**src/rtl/lfsr_gen_if.sv**
```systemverilog
// Handshake/status bundle between an LFSR sequence generator and its consumer.
// The master side drives the controls; lfsr_gen connects through the slave modport.
interface lfsr_gen_if #(
   parameter int WIDTH = 16
) ();
   logic             en;
   logic             load;
   logic [WIDTH-1:0] seed;
   logic             out_ready;
   logic             out_valid;
   logic [WIDTH-1:0] lfsr_out;
   logic [WIDTH-1:0] step_cnt;
   logic             period_done;
   logic             lockup;

   modport master (
      output en, load, seed, out_ready,
      input  out_valid, lfsr_out, step_cnt, period_done, lockup
   );

   modport slave (
      input  en, load, seed, out_ready,
      output out_valid, lfsr_out, step_cnt, period_done, lockup
   );
endinterface

```
**src/rtl/lfsr_gen.sv**
```systemverilog
// Fibonacci LFSR word generator with valid/ready output, seed load and period detection.
// Optional macro LFSR_GEN_LOCKUP_EN replaces all-zero seeds/states with 1 and pulses lockup.
module lfsr_gen #(
   parameter int             WIDTH      = 16,
   parameter logic [WIDTH-1:0] TAPS     = 16'hB400,
   parameter int             STEP       = 1,
   parameter logic [WIDTH-1:0] RESET_SEED = WIDTH'(1)
) (
   input logic      clk,
   input logic      resetn,
   lfsr_gen_if.slave bus
);

   typedef enum logic [1:0] {
      IDLE = 2'd0,
      RUN  = 2'd1,
      HOLD = 2'd2
   } state_t;

   state_t           state_r;
   logic [WIDTH-1:0] lfsr_r;
   logic [WIDTH-1:0] start_r;
   logic [WIDTH-1:0] cnt_r;
   logic             valid_r;
   logic             period_r;

   logic [WIDTH-1:0] shifted_s;
   logic [WIDTH-1:0] step_val_s;
   logic [WIDTH-1:0] seed_val_s;
   logic             step_fix_s;
   logic             seed_fix_s;
   logic             accept_s;

   function automatic logic [WIDTH-1:0] shift_once(input logic [WIDTH-1:0] s);
      return {s[WIDTH-2:0], ^(s & TAPS)};
   endfunction

   function automatic logic [WIDTH-1:0] shift_n(input logic [WIDTH-1:0] s);
      logic [WIDTH-1:0] v;
      v = s;
      for (int i = 0; i < STEP; i++) begin
         v = shift_once(v);
      end
      return v;
   endfunction

   // valid_r is only ever set in RUN, so it doubles as the RUN qualifier
   assign accept_s = valid_r & bus.out_ready;

   // Next word after STEP shifts, and the value a load would install
   always_comb begin
      shifted_s  = shift_n(lfsr_r);
      step_val_s = shifted_s;
      seed_val_s = bus.seed;
      step_fix_s = 1'b0;
      seed_fix_s = 1'b0;
`ifdef LFSR_GEN_LOCKUP_EN
      if (shifted_s == '0) begin
         step_val_s = WIDTH'(1);
         step_fix_s = 1'b1;
      end else begin
         step_val_s = shifted_s;
         step_fix_s = 1'b0;
      end
      if (bus.seed == '0) begin
         seed_val_s = WIDTH'(1);
         seed_fix_s = 1'b1;
      end else begin
         seed_val_s = bus.seed;
         seed_fix_s = 1'b0;
      end
`endif
   end

   // Control FSM with registered word, counter, valid and period pulse
   always_ff @(posedge clk or negedge resetn) begin
      if (!resetn) begin
         state_r  <= IDLE;
         lfsr_r   <= RESET_SEED;
         start_r  <= RESET_SEED;
         cnt_r    <= '0;
         valid_r  <= 1'b0;
         period_r <= 1'b0;
      end else begin
         period_r <= 1'b0;
         if (bus.load) begin
            // load wins over a step accepted in the same cycle
            lfsr_r  <= seed_val_s;
            start_r <= seed_val_s;
            cnt_r   <= '0;
            state_r <= bus.en ? RUN : HOLD;
            valid_r <= bus.en;
         end else begin
            case (state_r)
               IDLE: begin
                  if (bus.en) begin
                     state_r <= RUN;
                     valid_r <= 1'b1;
                     lfsr_r  <= RESET_SEED;
                     start_r <= RESET_SEED;
                  end else begin
                     valid_r <= 1'b0;
                  end
               end
               RUN: begin
                  if (accept_s) begin
                     lfsr_r   <= step_val_s;
                     cnt_r    <= cnt_r + WIDTH'(1);
                     period_r <= (step_val_s == start_r);
                  end else begin
                     lfsr_r <= lfsr_r;
                  end
                  if (!bus.en) begin
                     state_r <= HOLD;
                     valid_r <= 1'b0;
                  end else begin
                     valid_r <= 1'b1;
                  end
               end
               HOLD: begin
                  if (bus.en) begin
                     state_r <= RUN;
                     valid_r <= 1'b1;
                  end else begin
                     valid_r <= 1'b0;
                  end
               end
               default: begin
                  state_r <= IDLE;
                  valid_r <= 1'b0;
               end
            endcase
         end
      end
   end

`ifdef LFSR_GEN_LOCKUP_EN
   logic lockup_r;

   // One-cycle pulse whenever an all-zero value was replaced by 1
   always_ff @(posedge clk or negedge resetn) begin
      if (!resetn) begin
         lockup_r <= 1'b0;
      end else if (bus.load) begin
         lockup_r <= seed_fix_s;
      end else if (accept_s) begin
         lockup_r <= step_fix_s;
      end else begin
         lockup_r <= 1'b0;
      end
   end

   assign bus.lockup = lockup_r;
`else
   assign bus.lockup = 1'b0;
`endif

   assign bus.out_valid   = valid_r;
   assign bus.lfsr_out    = lfsr_r;
   assign bus.step_cnt    = cnt_r;
   assign bus.period_done = period_r;

endmodule

```
**src/flat_wrapper.sv**
```systemverilog
// flat-port wrapper written by rule: the top's interface ports become plain ports
module lfsr_gen_flat 
#(
   parameter int             WIDTH      = 16,
   parameter logic [WIDTH-1:0] TAPS     = 16'hB400,
   parameter int             STEP       = 1,
   parameter logic [WIDTH-1:0] RESET_SEED = WIDTH'(1)
)
  (clk, resetn, bus_en, bus_load, bus_seed, bus_out_ready, bus_out_valid, bus_lfsr_out, bus_step_cnt, bus_period_done, bus_lockup);
  lfsr_gen_if #(.WIDTH(WIDTH)) bus_i ();
  input logic clk;
  input logic resetn;
  input wire logic [$bits(bus_i.en)-1:0] bus_en;
  input wire logic [$bits(bus_i.load)-1:0] bus_load;
  input wire logic [$bits(bus_i.seed)-1:0] bus_seed;
  input wire logic [$bits(bus_i.out_ready)-1:0] bus_out_ready;
  output wire logic [$bits(bus_i.out_valid)-1:0] bus_out_valid;
  output wire logic [$bits(bus_i.lfsr_out)-1:0] bus_lfsr_out;
  output wire logic [$bits(bus_i.step_cnt)-1:0] bus_step_cnt;
  output wire logic [$bits(bus_i.period_done)-1:0] bus_period_done;
  output wire logic [$bits(bus_i.lockup)-1:0] bus_lockup;
  assign bus_i.en = bus_en;
  assign bus_i.load = bus_load;
  assign bus_i.seed = bus_seed;
  assign bus_i.out_ready = bus_out_ready;
  assign bus_out_valid = bus_i.out_valid;
  assign bus_lfsr_out = bus_i.lfsr_out;
  assign bus_step_cnt = bus_i.step_cnt;
  assign bus_period_done = bus_i.period_done;
  assign bus_lockup = bus_i.lockup;
  lfsr_gen #(.WIDTH(WIDTH), .TAPS(TAPS), .STEP(STEP), .RESET_SEED(RESET_SEED)) u_core (.clk(clk), .resetn(resetn), .bus(bus_i));
endmodule
```
**config.mk**
```make
export PLATFORM = sky130hd
export DESIGN_NAME = lfsr_gen_flat
export DESIGN_NICKNAME = d
export VERILOG_FILES = /design/src/rtl/lfsr_gen_if.sv /design/src/rtl/lfsr_gen.sv /design/src/flat_wrapper.sv
export SDC_FILE = /design/constraint.sdc
export NUM_CORES = 1
export LEC_CHECK = 0
export ABC_AREA = 1
export CAP_MARGIN = 20
export CORE_MARGIN = 2
export CORE_UTILIZATION = 60
export DETAILED_ROUTE_END_ITERATION = 8
export DONT_BUFFER_PORTS = 1
export GPL_TIMING_DRIVEN = 0
export MAX_ROUTING_LAYER = met4
export PLACE_DENSITY = 0.76
export SYNTH_ARGS = -nofsm -noshare
export SYNTH_HDL_FRONTEND = slang
export SYNTH_SLANG_ARGS = --single-unit
```
**constraint.sdc**
```tcl
create_clock -name clk -period 1.7 [get_ports clk]
set_clock_uncertainty 0.05 [all_clocks]
set_input_delay 0.34 -clock clk [delete_from_list [all_inputs] [get_ports clk]]
set_output_delay 0.34 -clock clk [all_outputs]
set_load 0.01 [all_outputs]
```
== Word-level counts from Yosys, hierarchy flattened ==
Index checks and enable logic that the tools add are counted.

* Register bits after elaboration: 52
* Bits in latches: 0
* Bits in writable memories: 0
* Bits in read-only memories: 0
* Input port bits: 21
* Output and inout bits: 35
* Logic and storage cells: 48
* Memories: 0

* Add/subtract/negate cells: 1
* Multipliers: 0
* Divide/modulo/power cells: 0
* Magnitude comparators: 0
* Equal/unequal tests: 7
* Shift operators: 0
* Mux-type cells: 20
* Bitwise operators: 1
* Reductions and logical operators: 13

{| class="wikitable"
|+ Operators by type and width
! operator !! number
|-
| 16-bit 2-to-1 mux || 8
|-
| 16-bit one-hot mux with 2 select lines || 1
|-
| 16-bit by 1-bit adder with 16-bit output (second input constant) || 1
|-
| 16-bit equality test || 1
|-
| 16-bit XOR reduction || 1
|-
| 2-bit 2-to-1 mux || 4
|-
| 2-bit nonzero test || 4
|-
| 1-bit 2-to-1 mux || 6
|-
| 3-bit inequality test (second input constant) || 2
|-
| 2-bit AND reduction || 3
|-
| 2-bit one-hot mux with 2 select lines || 1
|-
| 3-bit by 1-bit inequality test with 1-bit output (second input constant) || 1
|-
| 3-bit by 2-bit inequality test with 1-bit output (second input constant) || 1
|-
| 3-bit AND reduction || 1
|-
| 3-bit nonzero test || 1
|-
| 3-bit OR reduction || 1
|-
| 2-bit by 1-bit equality test with 1-bit output (second input constant) || 1
|-
| 2-bit equality test (second input constant) || 1
|-
| 2-bit logical NOT || 1
|-
| 2-bit OR reduction || 1
|-
| 1-bit AND || 1
|}

== Depth between registers and ports, before layout ==
* Word-level depth: 5
* Mapped depth: 10
* Gate-level depth less buffers: 10

== Worst setup path before layout ==
Ideal clock, no wire load.

* Path kind: flip-flop to flip-flop
* From: reg u_core.cnt_r[0] (netlist: u_core.bus.step_cnt[0])
* To: reg u_core.cnt_r[10] (netlist: u_core.bus.step_cnt[10])
* Setup time: 0.117 ns
* Arrival time: 1.243 ns
* Required time: 1.533 ns
* Setup slack: 0.290 ns
* Stages on the path, launching flop included: 11
* Path buffers: 0
* Period minus slack after synthesis: 1.410 ns
* Cell sequence: dfrtp_1 -> ha_1 -> nand2_1 -> nor2_2 -> nand2_2 -> clkinv_2 -> nand2_1 -> nor2_1 -> nand2_1 -> nand2_1 -> nor2_1

* Cells in the longest elaborated chain, start to end: 4

{| class="wikitable"
|+ RTL lines
! element !! line !! text
|-
| from (decl) || lfsr_gen.sv:23 || <nowiki>logic [WIDTH-1:0] cnt_r;</nowiki>
|-
| from (signal assigned) || lfsr_gen.sv:108 || <nowiki>cnt_r <= cnt_r + WIDTH'(1);</nowiki>
|-
| 16-bit by 1-bit adder with 16-bit output || lfsr_gen.sv:108 ||
|-
| 16-bit 2-to-1 mux || lfsr_gen.sv:106 || <nowiki>if (accept_s) begin</nowiki>
|-
| 16-bit 2-to-1 mux || lfsr_gen.sv:94 || <nowiki>case (state_r)</nowiki>
|-
| 16-bit 2-to-1 mux || lfsr_gen.sv:86 || <nowiki>if (bus.load) begin</nowiki>
|}

Every way passes these cells. The select of a mux whose other input is x is not followed.
A chain may end at the register's enable or synchronous reset.

== Worst setup path in the final report ==
* From: reg u_core.cnt_r[7] (netlist: u_core.bus.step_cnt[7])
* To: reg u_core.cnt_r[15] (netlist: u_core.bus.step_cnt[15])

The elaborated chain is that of the path after synthesis.

==> results.md <==
- Most frequent cells in the layout: 105 x nand2_1, 63 x inv_1, 48 x dfrtp_1
- Initial antenna violation count: 0
- Pin count of the biggest net entering global routing: 53
- Seq cells post-synth: 52
- DRC: 0
- FILL cells: between 300 and 400
- Max-cap violation count: 0
- Clk slew on worst S/H paths: around 0.090 ns
- Worst-Skew Late Latency: 0.31 ns
- FF/Latch Area: 1310 um^2
- Max VDD drop: between 0.5 and 0.6 mV
- Post-DRT Antenna Nets: 0
- Net Count, Synth: 392
- Arr. time, crit path: ~1.7 ns
- Mapped Area: 2820 um^2
- Core area: ~4400 um^2
- Hold Crit Class: input pin to flop
- Crit-path most repeated cell: nand2_1
- Port Buffer Count: 0
- Crit-path cells: nand2_1, nor2_2, nand2_1, nor2_1, nand3_1, nand2_1, nor2_1
- Hold WS: 0.114 ns
- Slew Viols, Final: 0
- Max clock buf depth: 2
- GR Overflow Total: 0
- Post-Synthesis Cells: 370
- Die Wd: 72.6 um
- Commonest non-fill, non-tap cell in the layout: nand2_1
- Final Hold Viols: 0
- Row count: 24
- Asr flop ratio synth: 1.00
- Final period utilization: 0.899
- Iteration-0 DRC count of the detailed router: around 220
- Register area share after synthesis: 0.462
- Die area: 5270 um^2
- Drt wl/cell: 14.5 um
- Die Ht: 72.6 um
- Final Critical Period: 1.53 ns
- CTS tree: built
- Top FF cell, synth: dfrtp_1
- Cts bufs inserted: 5
- Tot GR Track Use: 0.261
- Number of global-route vias before repair: 2227
- Fmax: 0.654 GHz
- Vias/cell: 5.60
- Critical path class: flop to flop
- Tot Pwr: 0.00287 W
- Final setup fails: 0
- Gpl congestion: 0.835
- Post-CTS setup buffer count: 0
- Clock sinks: 52
- First-pass GRT wire length: between 10000 and 15000 um
- Post-layout net count: about 400
- Startpoint Class: flop
- Cell Pwr Density: 936 nW/um^2
- Crit path buf inv count: 0
- CP delay by family, top: simple AND/OR/NAND/NOR gates
- Worst setup EP type: flop
- Diodes inserted: 0
- Root Buffer: clkbuf_8
- Share of cells above drive strength 1: 0.111
- Slowest cell on the critical path: dfrtp_1
- Syn avg cell area: 7.63 um^2
- Status: complete, no violations
- Pre-Repair DR Iteration Count: 5
- Max stage delay on crit path: 0.51 ns
- I/O pin cnt: 56
- Layout area overhead: 8.42%
- Worst-path fanout max: 5
- RSZ-0062 raised after global routing: no
- YS warnings: 0
- Number of flops mapped to enable cells by yosys: 0
- Post-Route WL: ~6300 um
- Multi-input gate area: 1180 um^2
- Fin Setup TNS: 0 ns
- Via count: 2418
- Starting Density: 0.635
- Required @ worst endpoint: 1.86 ns
- P_leak: 1.57 nW
- Post-synth cell types: 29
- H-tree depth: 2
- Hpwl dp: roughly 4600 um
==> cells in the mapped netlist, drive strengths merged (3+ instances only) <==
cell,number,area share
nand3,13,0.025
buf,10,0.031
o21ai,28,0.050
a31oi,3,0.0066
nand2,114,0.17
inv,66,0.089
a21oi,6,0.011
o22ai,28,0.062
dfrtp,50,0.44
nor2,36,0.058
nand4,5,0.011
==> registers in the layout, summed over array words and instances (netlist names) <==
signal / flops
u_core.bus.lfsr_out: 16
u_core.bus.out_valid: 1
u_core.bus.period_done: 1
u_core.bus.step_cnt: 16
u_core.start_r: 16
u_core.state_r: 2
==> per-layer routing <==
| metal | part of all wire | track usage | vias to the layer above |
|---|---|---|---|
| met2 | 0.45 | 0.391 | 96 |
| li1 | - | - | 1186 |
| met3 | 0.066 | 0.0539 | 9 |
| met4 | 0.013 | 0.0679 | 0 |
| met1 | 0.47 | 0.368 | 1127 |
| met5 | 0 | - | - |
==> metrics by stage <==
stage	util	setup slack, ns	cell area [um^2]	std cells
after floorplan	-	0.290	2820	370
after global placement	0.650	0.173	2890	422
after detailed placement	0.650	0.128	2890	422
after CTS	0.688	0.125	3060	432
after global routing	0.689	0.00942	3060	432
final	0.689	0.172	3060	432
==> worst paths after layout <==
kind	startpoint	to	slack, ns	cells past startpoint
max	u_core.bus.step_cnt[7]$_DFFE_PN0P_	u_core.bus.step_cnt[15]$_DFFE_PN0P_	0.17	7
min	bus_load	u_core.state_r[1]$_DFFE_PN0P_	0.11	2
max reg2reg	u_core.bus.step_cnt[7]$_DFFE_PN0P_	u_core.bus.step_cnt[15]$_DFFE_PN0P_	0.17	7
min reg2reg	u_core.start_r[0]$_DFFE_PN1P_	u_core.start_r[0]$_DFFE_PN1P_	0.45	2
max in group asynchronous	resetn	u_core.bus.lfsr_out[0]$_DFFE_PN1P_	0.82	2
min in group asynchronous	resetn	u_core.bus.step_cnt[14]$_DFFE_PN0P_	0.48	2
==> cells by family after synthesis <==
group                      share of synthesized area
AOI/OAI and AO/OA                              0.140
xor gates and xnor gates                     0.00620
and+or+nand+nor                                0.265
DFF                                            0.462
adders and majority gates                    0.00443
buffers and inverters                          0.122
other                                        0.00133
==> power by group <==
part / switching, W / internal (W)
clock network: 0.000409 / 0.000588
logic: 0.000290 / 0.000158
registers: 0.0000939 / 0.00133
==> what timing repair did <==
item                       in CTS  in global routing
hold endpoints to repair       52                  0
resized for setup               0                  2
hold buffers                    2                  0
setup endpoints to repair       0                  1
==> layout make-up <==
type / count / share of cell area
Inverter: 67 / 0.0842
Clock inverter: 2 / 0.0196
Buffer: 10 / 0.0282
Sequential cell: 52 / 0.427
Tap cell: 52 / 0.0213
Multi-Input combinational cell: 241 / 0.384
Clock buffer: 6 / 0.0237
Timing Repair Buffer: 2 / 0.0123
Power figures use the tool's default switching activity.
